<file path="src/rtl/add_seq_arb_if.sv">
// Bundle between the add_seq_arb controller, its two requesters and the shared
// 8-bit adder.
//   slave  : controller view (requests, operands, adder return in; grants,
//            status, result and adder drive out)
//   master : environment view (requesters plus the shared adder)
interface add_seq_arb_if #(
    parameter int unsigned NBYTES = 4
);
    localparam int unsigned W = 8 * NBYTES;

    logic         req0;
    logic [W-1:0] a0;
    logic [W-1:0] b0;
    logic         cin0;
    logic         req1;
    logic [W-1:0] a1;
    logic [W-1:0] b1;
    logic         cin1;
    logic         gnt0;
    logic         gnt1;
    logic         busy;
    logic         done;
    logic         done_id;
    logic [W-1:0] sum;
    logic         cout;
    logic [7:0]   adder_a;
    logic [7:0]   adder_b;
    logic         adder_cin;
    logic [7:0]   adder_sum;
    logic         adder_cout;

    modport slave (
        input  req0, a0, b0, cin0, req1, a1, b1, cin1, adder_sum, adder_cout,
        output gnt0, gnt1, busy, done, done_id, sum, cout, adder_a, adder_b, adder_cin
    );

    modport master (
        output req0, a0, b0, cin0, req1, a1, b1, cin1, adder_sum, adder_cout,
        input  gnt0, gnt1, busy, done, done_id, sum, cout, adder_a, adder_b, adder_cin
    );
endinterface

</file>
<file path="src/rtl/add_seq_arb.sv">
// Round-robin arbiter plus byte-serial sequencer sharing one external 8-bit
// combinational adder between two requesters. Each accepted request performs
// {cout, sum} = a + b + cin over NBYTES bytes, LSB first, one byte per cycle.
// Ports:
//   clk    : rising-edge clock
//   reset  : synchronous, active-high reset
//   bus    : add_seq_arb_if.slave -- requests/operands in, grants, busy,
//            done/done_id, registered sum/cout out, shared adder drive/return
module add_seq_arb #(
    parameter int unsigned NBYTES = 4
) (
    input logic          clk,
    input logic          reset,
    add_seq_arb_if.slave bus
);
    localparam int unsigned W  = 8 * NBYTES;
    localparam int unsigned IW = (NBYTES > 1) ? $clog2(NBYTES) : 1;
    localparam logic [IW-1:0] LAST = IW'(NBYTES - 1);

    typedef enum logic [1:0] {StIdle, StRun, StDone} state_t;

    state_t        state;
    logic [IW-1:0] idx;
    logic [W-1:0]  a_r;
    logic [W-1:0]  b_r;
    logic [W-1:0]  acc;
    logic [W-1:0]  acc_next;
    logic          carry_r;
    logic          owner;
    logic          last_id;
    logic          grant0;
    logic          grant1;

    // Grants are only offered in idle; on contention the requester that did
    // not win last time gets the adder.
    always_comb begin
        grant0 = 1'b0;
        grant1 = 1'b0;
        if (state == StIdle && !reset) begin
            grant0 = bus.req0 && (!bus.req1 || last_id);
            grant1 = bus.req1 && (!bus.req0 || !last_id);
        end
    end

    assign bus.gnt0 = grant0;
    assign bus.gnt1 = grant1;

    // Accumulator with the current adder byte merged in; the last byte goes
    // straight into sum so the result is ready on the edge entering done.
    always_comb begin
        acc_next = acc;
        acc_next[{idx, 3'b000} +: 8] = bus.adder_sum;
    end

    always_comb begin
        bus.adder_a   = '0;
        bus.adder_b   = '0;
        bus.adder_cin = 1'b0;
        if (state == StRun) begin
            bus.adder_a   = a_r[{idx, 3'b000} +: 8];
            bus.adder_b   = b_r[{idx, 3'b000} +: 8];
            bus.adder_cin = carry_r;
        end
    end

    always_ff @(posedge clk) begin
        if (reset) begin
            state       <= StIdle;
            idx         <= '0;
            a_r         <= '0;
            b_r         <= '0;
            acc         <= '0;
            carry_r     <= 1'b0;
            owner       <= 1'b0;
            last_id     <= 1'b1;
            bus.sum     <= '0;
            bus.cout    <= 1'b0;
            bus.done    <= 1'b0;
            bus.done_id <= 1'b0;
            bus.busy    <= 1'b0;
        end else begin
            unique case (state)
                StIdle: begin
                    if (grant0 || grant1) begin
                        a_r      <= grant1 ? bus.a1 : bus.a0;
                        b_r      <= grant1 ? bus.b1 : bus.b0;
                        carry_r  <= grant1 ? bus.cin1 : bus.cin0;
                        owner    <= grant1;
                        last_id  <= grant1;
                        idx      <= '0;
                        bus.busy <= 1'b1;
                        state    <= StRun;
                    end
                end
                StRun: begin
                    acc     <= acc_next;
                    carry_r <= bus.adder_cout;
                    if (idx == LAST) begin
                        idx         <= '0;
                        bus.sum     <= acc_next;
                        bus.cout    <= bus.adder_cout;
                        bus.done    <= 1'b1;
                        bus.done_id <= owner;
                        state       <= StDone;
                    end else begin
                        idx <= idx + 1'b1;
                    end
                end
                StDone: begin
                    bus.done <= 1'b0;
                    bus.busy <= 1'b0;
                    state    <= StIdle;
                end
                default: begin
                    state <= StIdle;
                end
            endcase
        end
    end
endmodule

</file>
<file path="src/flat_wrapper.sv">
// flat-port wrapper written by rule: the top's interface ports become plain ports
module add_seq_arb_flat 
#(
    parameter int unsigned NBYTES = 4
)
  (clk, reset, bus_req0, bus_a0, bus_b0, bus_cin0, bus_req1, bus_a1, bus_b1, bus_cin1, bus_adder_sum, bus_adder_cout, bus_gnt0, bus_gnt1, bus_busy, bus_done, bus_done_id, bus_sum, bus_cout, bus_adder_a, bus_adder_b, bus_adder_cin);
  add_seq_arb_if #(.NBYTES(NBYTES)) bus_i ();
  input logic clk;
  input logic reset;
  input wire logic [$bits(bus_i.req0)-1:0] bus_req0;
  input wire logic [$bits(bus_i.a0)-1:0] bus_a0;
  input wire logic [$bits(bus_i.b0)-1:0] bus_b0;
  input wire logic [$bits(bus_i.cin0)-1:0] bus_cin0;
  input wire logic [$bits(bus_i.req1)-1:0] bus_req1;
  input wire logic [$bits(bus_i.a1)-1:0] bus_a1;
  input wire logic [$bits(bus_i.b1)-1:0] bus_b1;
  input wire logic [$bits(bus_i.cin1)-1:0] bus_cin1;
  input wire logic [$bits(bus_i.adder_sum)-1:0] bus_adder_sum;
  input wire logic [$bits(bus_i.adder_cout)-1:0] bus_adder_cout;
  output wire logic [$bits(bus_i.gnt0)-1:0] bus_gnt0;
  output wire logic [$bits(bus_i.gnt1)-1:0] bus_gnt1;
  output wire logic [$bits(bus_i.busy)-1:0] bus_busy;
  output wire logic [$bits(bus_i.done)-1:0] bus_done;
  output wire logic [$bits(bus_i.done_id)-1:0] bus_done_id;
  output wire logic [$bits(bus_i.sum)-1:0] bus_sum;
  output wire logic [$bits(bus_i.cout)-1:0] bus_cout;
  output wire logic [$bits(bus_i.adder_a)-1:0] bus_adder_a;
  output wire logic [$bits(bus_i.adder_b)-1:0] bus_adder_b;
  output wire logic [$bits(bus_i.adder_cin)-1:0] bus_adder_cin;
  assign bus_i.req0 = bus_req0;
  assign bus_i.a0 = bus_a0;
  assign bus_i.b0 = bus_b0;
  assign bus_i.cin0 = bus_cin0;
  assign bus_i.req1 = bus_req1;
  assign bus_i.a1 = bus_a1;
  assign bus_i.b1 = bus_b1;
  assign bus_i.cin1 = bus_cin1;
  assign bus_i.adder_sum = bus_adder_sum;
  assign bus_i.adder_cout = bus_adder_cout;
  assign bus_gnt0 = bus_i.gnt0;
  assign bus_gnt1 = bus_i.gnt1;
  assign bus_busy = bus_i.busy;
  assign bus_done = bus_i.done;
  assign bus_done_id = bus_i.done_id;
  assign bus_sum = bus_i.sum;
  assign bus_cout = bus_i.cout;
  assign bus_adder_a = bus_i.adder_a;
  assign bus_adder_b = bus_i.adder_b;
  assign bus_adder_cin = bus_i.adder_cin;
  add_seq_arb #(.NBYTES(NBYTES)) u_core (.clk(clk), .reset(reset), .bus(bus_i));
endmodule
</file>
<file path="config.mk">
export PLATFORM = sky130hd
export DESIGN_NAME = add_seq_arb_flat
export DESIGN_NICKNAME = d
export VERILOG_FILES = /design/src/rtl/add_seq_arb_if.sv /design/src/rtl/add_seq_arb.sv /design/src/flat_wrapper.sv
export SDC_FILE = /design/constraint.sdc
export NUM_CORES = 1
export LEC_CHECK = 0
export CORE_ASPECT_RATIO = 1.5
export CORE_MARGIN = 2
export CORE_UTILIZATION = 48
export DETAILED_ROUTE_END_ITERATION = 10
export GPL_TIMING_DRIVEN = 0
export PLACE_DENSITY = 0.9
export SKIP_CTS_REPAIR_TIMING = 1
export SYNTH_ARGS = -nofsm -noshare
export SYNTH_HDL_FRONTEND = slang
export SYNTH_SLANG_ARGS = --single-unit
</file>
<file path="constraint.sdc">
create_clock -name clk -period 2.9 [get_ports clk]
set_input_delay 0.87 -clock clk [delete_from_list [all_inputs] [get_ports clk]]
set_output_delay 0.87 -clock clk [all_outputs]
set_load 0.005 [all_outputs]
</file>
* Yosys cells after proc, flatten, opt, wreduce, memory -nomap -nowiden
Cells that the tools add are included.
Word-level totals: bits in registers 139, input bits 143
Cells by class: add/sub/neg operators 2, equality and inequality tests 5, shift operators 4, multiplexer cells 21, reduce and logical (&&, ||, !) cells 20
Operator list (count):
- two-way mux 32 bit | 2
- variable part select 32 x 6 -> 8 bit | 2
- bitwise mux 32 bit | 1
- variable shift 8 x 7 -> 32 bit, first input constant | 1
- variable part select 8 x 7 -> 32 bit | 1
- two-way mux 8 bit | 2
- AND reduction 2 bit | 6
- two-way mux 2 bit | 4
- one-hot mux 2 bit (2 select lines) | 2
- two-way mux 1 bit | 7
- negator 5 -> 7 bit | 1
- one-hot mux 1 bit (2 select lines) | 3
- nonzero test 2 bit | 3
- == test 2 bit, second input constant | 2
- zero test 1 bit | 4
- != test 2 bit, second input constant | 2
- logical AND 1 bit | 3
- logical OR 1 bit | 3
- adder 2 x 1 -> 2 bit, second input constant | 1
- == test 2 x 1 -> 1 bit, second input constant | 1
- zero test 2 bit | 1

* Longest topological paths before layout
Gate-level depths: netlist (run 1).
depth in word-level cells 7, mapped depth 9

* Least setup slack after synthesis (run 1)
No wires, ideal clock.
path type input-to-output, start in reset, end out bus_gnt1, arrival 1.964 ns, data required time 2.030 ns, path slack 0.066 ns, stages 7, path through or3_1 -> buf_2 -> or2_1 -> clkbuf_1 -> buf_6 -> buf_6 -> inv_1
On the way: longest elaborated chain between the ends 3
Ends and longest elaborated chain:
- start: declaration | RTL line flat_wrapper.sv:9 | input logic reset;
- zero test 1 bit | RTL line add_seq_arb.sv:39 | if (state == StIdle && !reset) begin
- logical AND 1 bit | RTL line add_seq_arb.sv:39
- two-way mux 1 bit | RTL line add_seq_arb.sv:39
- end: declaration | RTL line flat_wrapper.sv:21 | output wire logic [$bits(bus_i.gnt1)-1:0] bus_gnt1;
Every way passes these cells.

* Final worst setup path (run 1)
start in reset, end out bus_gnt0
On the way: longest elaborated chain between the ends 3
Ends and longest elaborated chain:
- zero test 1 bit | RTL line add_seq_arb.sv:39
- logical AND 1 bit | RTL line add_seq_arb.sv:39
- two-way mux 1 bit | RTL line add_seq_arb.sv:39
- end: declaration | RTL line flat_wrapper.sv:20 | output wire logic [$bits(bus_i.gnt0)-1:0] bus_gnt0;
Every way passes these cells.

==> results.sh, run 1 <==
export IMPL_synth_cell_type_count=38
export IMPL_fin_cells=1221
export IMPL_powerDensity_mw_per_mm2=525.1
export IMPL_p_leak_uw=0.003528
export IMPL_synth_edff_count=0
export IMPL_max_slew_worst_pin_slew_ps=723.0
export IMPL_root_buffer="clkbuf_16"
export IMPL_cp_start_kind="input pin"
export IMPL_die_w_um=102.7
export IMPL_avgSynthCellArea_sq_um=8.829
export IMPL_hold_path_class="flip-flop to flip-flop"
export IMPL_row_count=54
export IMPL_fill_cells=1092
export IMPL_outcome="complete, but fails checks"
export IMPL_final_setup_tns_ps=-85.11
export IMPL_grt_pass1_wl_um=39650
export IMPL_ir_drop_uv=305.6
export IMPL_fin_nets=1161
export IMPL_placedCellCount=1185
export IMPL_grt_use_met1_pct=36.28
export IMPL_cts_buffer_depth=2
export IMPL_hold_viol=0
export IMPL_track_usage_pct=32.59
export IMPL_cp_slowest_stage_delay_ps=410
export IMPL_worst_path_buf_inv=5
export IMPL_core_area_sq_mm=0.01439
export IMPL_syn_inst=795
export IMPL_io_pins=198
export IMPL_finClkSkew_ps=6.356
export IMPL_total_power_uw=5264
export IMPL_setup_viol=1
export IMPL_wl_per_cell_um=21.47
export IMPL_fmax_mhz=335.0
export IMPL_criticalPathCategory="input pin to output port"
export IMPL_rsz0062_at_grt="true"
export IMPL_syn_nets=944
export IMPL_cp_max_fo=10
export IMPL_drive_gt1_share_pct=8.105
export IMPL_htreeDepth=4
export IMPL_synth_warnings=0
export IMPL_drc=0
export IMPL_syn_to_final_growth_pct=42.83
export IMPL_use_met3_pct=5.888
export IMPL_drtPass1Iterations=6
export IMPL_tritoncts="built"
export IMPL_grt_max_degree=17
export IMPL_fp_dieH_um=152.1
export IMPL_viasPerCell=6.463
export IMPL_num_vias=7891
export IMPL_grt_util_met2_pct=56.40
export IMPL_holdWs_ps=459.6
export IMPL_wl_um=26210
export IMPL_worst_slack_ps=-85.11
export IMPL_finalWorstPathRequiredPeriod_ps=2985
export IMPL_gp_congestion=0.9584
export IMPL_first_global_vias=7650
export IMPL_drv_cap=0
export IMPL_path_delay_family="buffers and inverters"
export IMPL_critPathSlowestCell="or3_4"
export IMPL_violations="setup timing"
export IMPL_clock_latency_ps=430
export IMPL_drt_iter0_drc=677
export IMPL_synth_async_reset_ratio_pct=0
export IMPL_regArea_sq_mm=0.002788
export IMPL_antenna_found_initial=0
export IMPL_die_area_sq_mm=0.01563
export IMPL_finalCritPeriodShare_pct=102.9
export IMPL_ys_seq_area_share_pct=39.64
export IMPL_worstPathArrival_ps=2120
export IMPL_grt_overflow=0
export IMPL_hpwl_um=18740
export IMPL_synth_flop_cell="dfxtp_1"
export IMPL_crit_path_end_kind="output port"
export IMPL_clock_sinks=139
export IMPL_slew_viol_final=0
export IMPL_syn_area_sq_mm=0.007019
export IMPL_cp_required_ps=2030
export IMPL_clk_pin_slew_ps=60
export IMPL_ant_nets=0
export IMPL_portBuffers=194
export IMPL_relSlewSlack_pct=51.80
export IMPL_crit_chain="clkbuf_2 -> or3_4 -> buf_8 -> buf_12 -> buf_12 -> nor3_4 -> buf_2"
export IMPL_cpMostUsedCell="buf_12"
export IMPL_yosys_register_bits=139
export IMPL_cts_buffers_inserted=17
export IMPL_initial_utilization_pct=48.77
export IMPL_multi_input_area_sq_mm=0.003776
export IMPL_top_usage_layer="met2"
through the flow:
step / setup WS (ps) / util (%) / cell area (sq um)
4_1_cts: -1310 / 68.26 / 9823
3_3_place_gp: -1284 / 63.97 / 9206
6_report: -85.11 / 69.67 / 10030
5_1_grt: -130.7 / 69.65 / 10020
3_5_place_dp: -1274 / 63.97 / 9206
2_1_floorplan: 66.34 / - / 7019
where the power goes:
part | internal [uW] | switching, uW | leakage [uW] | total, uW
clock | 1460 | 866 | 0.000292 | 2320
combinational | 410 | 460 | 0.00210 | 870
sequential | 2000 | 70.0 | 0.00113 | 2070
total | 3870 | 1400 | 0.00353 | 5260
cell families after synthesis:
family,synth area share [%]
AND/OR/NAND/NOR,22.76
AO/OA/AOI/OAI,24.15
multiplexers,5.276
flip-flops,39.64
buffers and inverters,7.094
adder cells (fa/ha/maj),1.069
final timing paths:
kind                       start  slack, ps                 to  cells after the start
hold / removal    u_core.acc[18]        460     u_core.acc[18]                      2
hold reg to reg   u_core.acc[18]        460     u_core.acc[18]                      2
setup / recovery           reset        -90           bus_gnt0                      7
setup reg to reg   u_core.idx[1]        210  u_core.bus.sum[5]                      9
synthesized netlist by cell type (all sizes together) (3+ instances only):
library cell	count	area share, %
dfxtp	139	40
clkbuf	91	4.9
nor3	80	5.7
a311oi	72	9.0
nand4	67	6.0
o31ai	64	6.8
nor2	51	2.7
nand3b	23	2.5
a21oi	19	1.4
buf	18	1.5
and2	17	1.5
nand2b	17	1.5
mux4	16	5.1
nand3	15	1.1
a221oi	14	1.7
o21ai	14	1.0
a32oi	13	1.6
inv	13	0.70
a211oi	12	1.3
nand2	8	0.43
ha	6	1.1
o32ai	5	0.62
nor2b	4	0.36
o211ai	3	0.32
tightest hold or removal path, delay by kind of cell, from the launching register on:
| kind | cells | cell delay (ps) |
|---|---|---|
| DFF | 1 | 310 |
| and+or+nand+nor | 1 | 50 |
| AOI/OAI and AO/OA | 1 | 50 |
routing by layer:
metal / up-vias / part of all wire [%]
li1: 3573 / -
met1: 3659 / 34
met2: 518 / 52
met3: 141 / 8.2
met4: 0 / 6.7
met5: - / 0
registers in the layout (all words and copies together) (netlist names), 2 cells and up:
signal and count:
u_core.bus.sum 32, u_core.idx 2, u_core.state 2, u_core.acc 32, u_core.a_r 32, u_core.b_r 32
final cells by class:
cell class | count | area share (%)
multi-input combinational | 534 | 37.66
timing repair buffer | 202 | 20.24
antenna | 1 | 0.02496
tap | 196 | 2.446
clock buffer | 20 | 4.455
buffer | 104 | 5.142
inverter | 14 | 0.5241
clock inverter | 11 | 1.697
sequential | 139 | 27.80
layout by cell type, fill, tap and decap left out, drive strengths merged, types with 2 or more instances in the layout:
cell type / count
a21oi: 19
nand2b: 17
ha: 6
nor2: 51
nand3b: 23
nor2b: 4
clkbuf: 105
o32ai: 5
dlymetal6s2s: 17
o31ai: 64
nor4bb: 2
or3: 2
clkinvlp: 3
nand2: 8
nand4: 67
a211oi: 12
nand3: 15
clkinv: 5
o21ai: 14
a311oi: 72
mux4: 16
bufinv: 4
or2: 2
o211ai: 3
and2: 17
buf: 30
clkdlybuf4s50: 174
a221oi: 14
a32oi: 13
nor3: 80
inv: 13
dfxtp: 139
No activity file was read; power rests on OpenSTA's default activity.
==> inputs of run 2 (changes only) <==
Settings changed: MAX_ROUTING_LAYER from default to met4.
==> run 2 against run 1 <==
Setup slack got worse by 62 ps; the flow still finishes with violations (setup timing); first-iteration DRC count fell by 4.9%; sequential power barely moved; largest cell class unchanged; final cell count rose by 0.66%; wire length fell by 0.45%.
==> results.sh, run 2 (synthesis gave the netlist of run 1 again) <==
export IMPL_cp_max_fo=7
export IMPL_cts_buffers_inserted=17
export IMPL_placedCellCount=1185
export IMPL_ant_nets=0
export IMPL_mostFrequentLayoutCells="clkdlybuf4s50_1 (176), dfxtp_1 (137), clkbuf_1 (82)"
export IMPL_finalCritPeriodShare_pct=105.1
export IMPL_num_vias=8005
export IMPL_drc=0
export IMPL_portBuffers=194
export IMPL_hold_path_class="flip-flop to flip-flop"
export IMPL_clock_sinks=139
export IMPL_io_pins=198
export IMPL_final_setup_tns_ps=-493.6
export IMPL_setup_viol=4
export IMPL_final_common_cell="clkdlybuf4s50_1"
export IMPL_drtPass1Iterations=5
export IMPL_max_slew_worst_pin_slew_ps=701.4
export IMPL_grt_pass1_wl_um=40030
export IMPL_timing_critical_path_from="u_core.idx[0]"
export IMPL_initial_utilization_pct=48.77
export IMPL_crit_path_end="bus_adder_a[3]"
export IMPL_drive_gt1_share_pct=8.906
export IMPL_crit_path_end_kind="output port"
export IMPL_outcome="complete, but fails checks"
export IMPL_drt_iter0_drc=644
export IMPL_worst_slack_ps=-147.4
export IMPL_viasPerCell=6.513
export IMPL_ir_drop_uv=301.2
export IMPL_hold_path_cell_count=2
export IMPL_htreeDepth=4
export IMPL_post_route_util_pct=70.22
export IMPL_hold_viol=0
export IMPL_syn_to_final_growth_pct=43.97
export IMPL_regToRegSetupSlack_ps=250
export IMPL_clk_pin_slew_ps=60
export IMPL_wl_per_cell_um=21.23
export IMPL_fmax_mhz=328.2
export IMPL_rr_worst_depth=9
export IMPL_violations="setup timing"
export IMPL_r2r_start="u_core.idx[1]"
export IMPL_drv_cap=0
export IMPL_row_count=54
export IMPL_die_w_um=102.7
export IMPL_relSlewSlack_pct=53.24
export IMPL_slew_viol_final=0
export IMPL_grt_max_degree=17
export IMPL_fp_dieH_um=152.1
export IMPL_root_buffer="clkbuf_16"
export IMPL_finClkSkew_ps=6.691
export IMPL_first_global_vias=7789
export IMPL_criticalPathCategory="flip-flop to output port"
export IMPL_track_usage_pct=33.96
export IMPL_cp_required_ps=2030
export IMPL_clock_latency_ps=430
export IMPL_core_area_sq_mm=0.01439
export IMPL_p_leak_uw=0.003552
export IMPL_die_area_sq_mm=0.01563
export IMPL_wl_um=26100
export IMPL_grt_overflow=0
export IMPL_timing_rr_end="u_core.bus.sum[5]"
export IMPL_powerDensity_mw_per_mm2=527.7
export IMPL_tritoncts="built"
export IMPL_finalWorstPathRequiredPeriod_ps=3047
export IMPL_num_antenna_cells=0
export IMPL_cp_start_kind="flip-flop"
export IMPL_hpwl_um=18770
export IMPL_fin_nets=1169
export IMPL_worstPathArrival_ps=2180
export IMPL_fin_cells=1229
export IMPL_antenna_found_initial=0
export IMPL_gp_congestion=0.9920
export IMPL_cts_buffer_depth=2
export IMPL_rsz0062_at_grt="true"
run 2: changes by cell type in the layout (fill, tap and decap cells not counted), sizes merged:
cell           delta
buf               +5
clkbuf            +1
clkdlybuf4s50     +2
clkinv            +2
clkinvlp          -2
diode             -1
dlymetal6s2s      -1
inv               +2
run 2: worst min path at each step:
stage                     slack [ps]                from                  to
final                            460  u_core.bus.done_id  u_core.bus.done_id
after CTS                        460  u_core.bus.done_id  u_core.bus.done_id
after global placement           440        u_core.owner  u_core.bus.done_id
after floorplan                  430        u_core.owner  u_core.bus.done_id
after global routing             480     u_core.bus.cout     u_core.bus.cout
after detailed placement         450      u_core.acc[19]      u_core.acc[19]
run 2: worst max-delay path: stages (launching register included):
cell	delay [ps]
dfxtp_4	430
clkbuf_16	170
mux4_2	500
and2_1	200
clkdlybuf4s50_1	450
run 2: per-layer routing:
metal / part of all wire, % / GRT usage (%)
met1: 33 / 36.20
met2: 52 / 56.30
met3: 8.2 / 6.486
met4: 7.2 / 21.62
met5: 0 / -
run 2: area by class of cell:
type	count	area, sq um
clock buffer	19	452.9
inverter	14	52.55
tap	196	245.2
timing repair buffer	210	2110
sequential	139	2788
fill	1117	4285
multi-input combinational	534	3776
buffer	104	491.7
clock inverter	13	190.2
run 2: per-stage QoR:
stage | hold WS [ps] | cell area [sq um] | total power, uW | setup WS, ps
2_1_floorplan | 432.3 | 7019 | 2511 | 66.34
3_3_place_gp | 440.4 | 9206 | 2903 | -1294
3_5_place_dp | 446.5 | 9206 | 2914 | -1287
4_1_cts | 455.1 | 9849 | 5261 | -1302
5_1_grt | 477.8 | 10110 | 5474 | -168.4
6_report | 455.9 | 10110 | 5333 | -147.4
run 2: report_power, final:
part	internal, uW	switching [uW]	total, uW
Combinational	418	460	878
Clock	1490	888	2380
Sequential	2000	72.1	2070
Total	3910	1420	5330
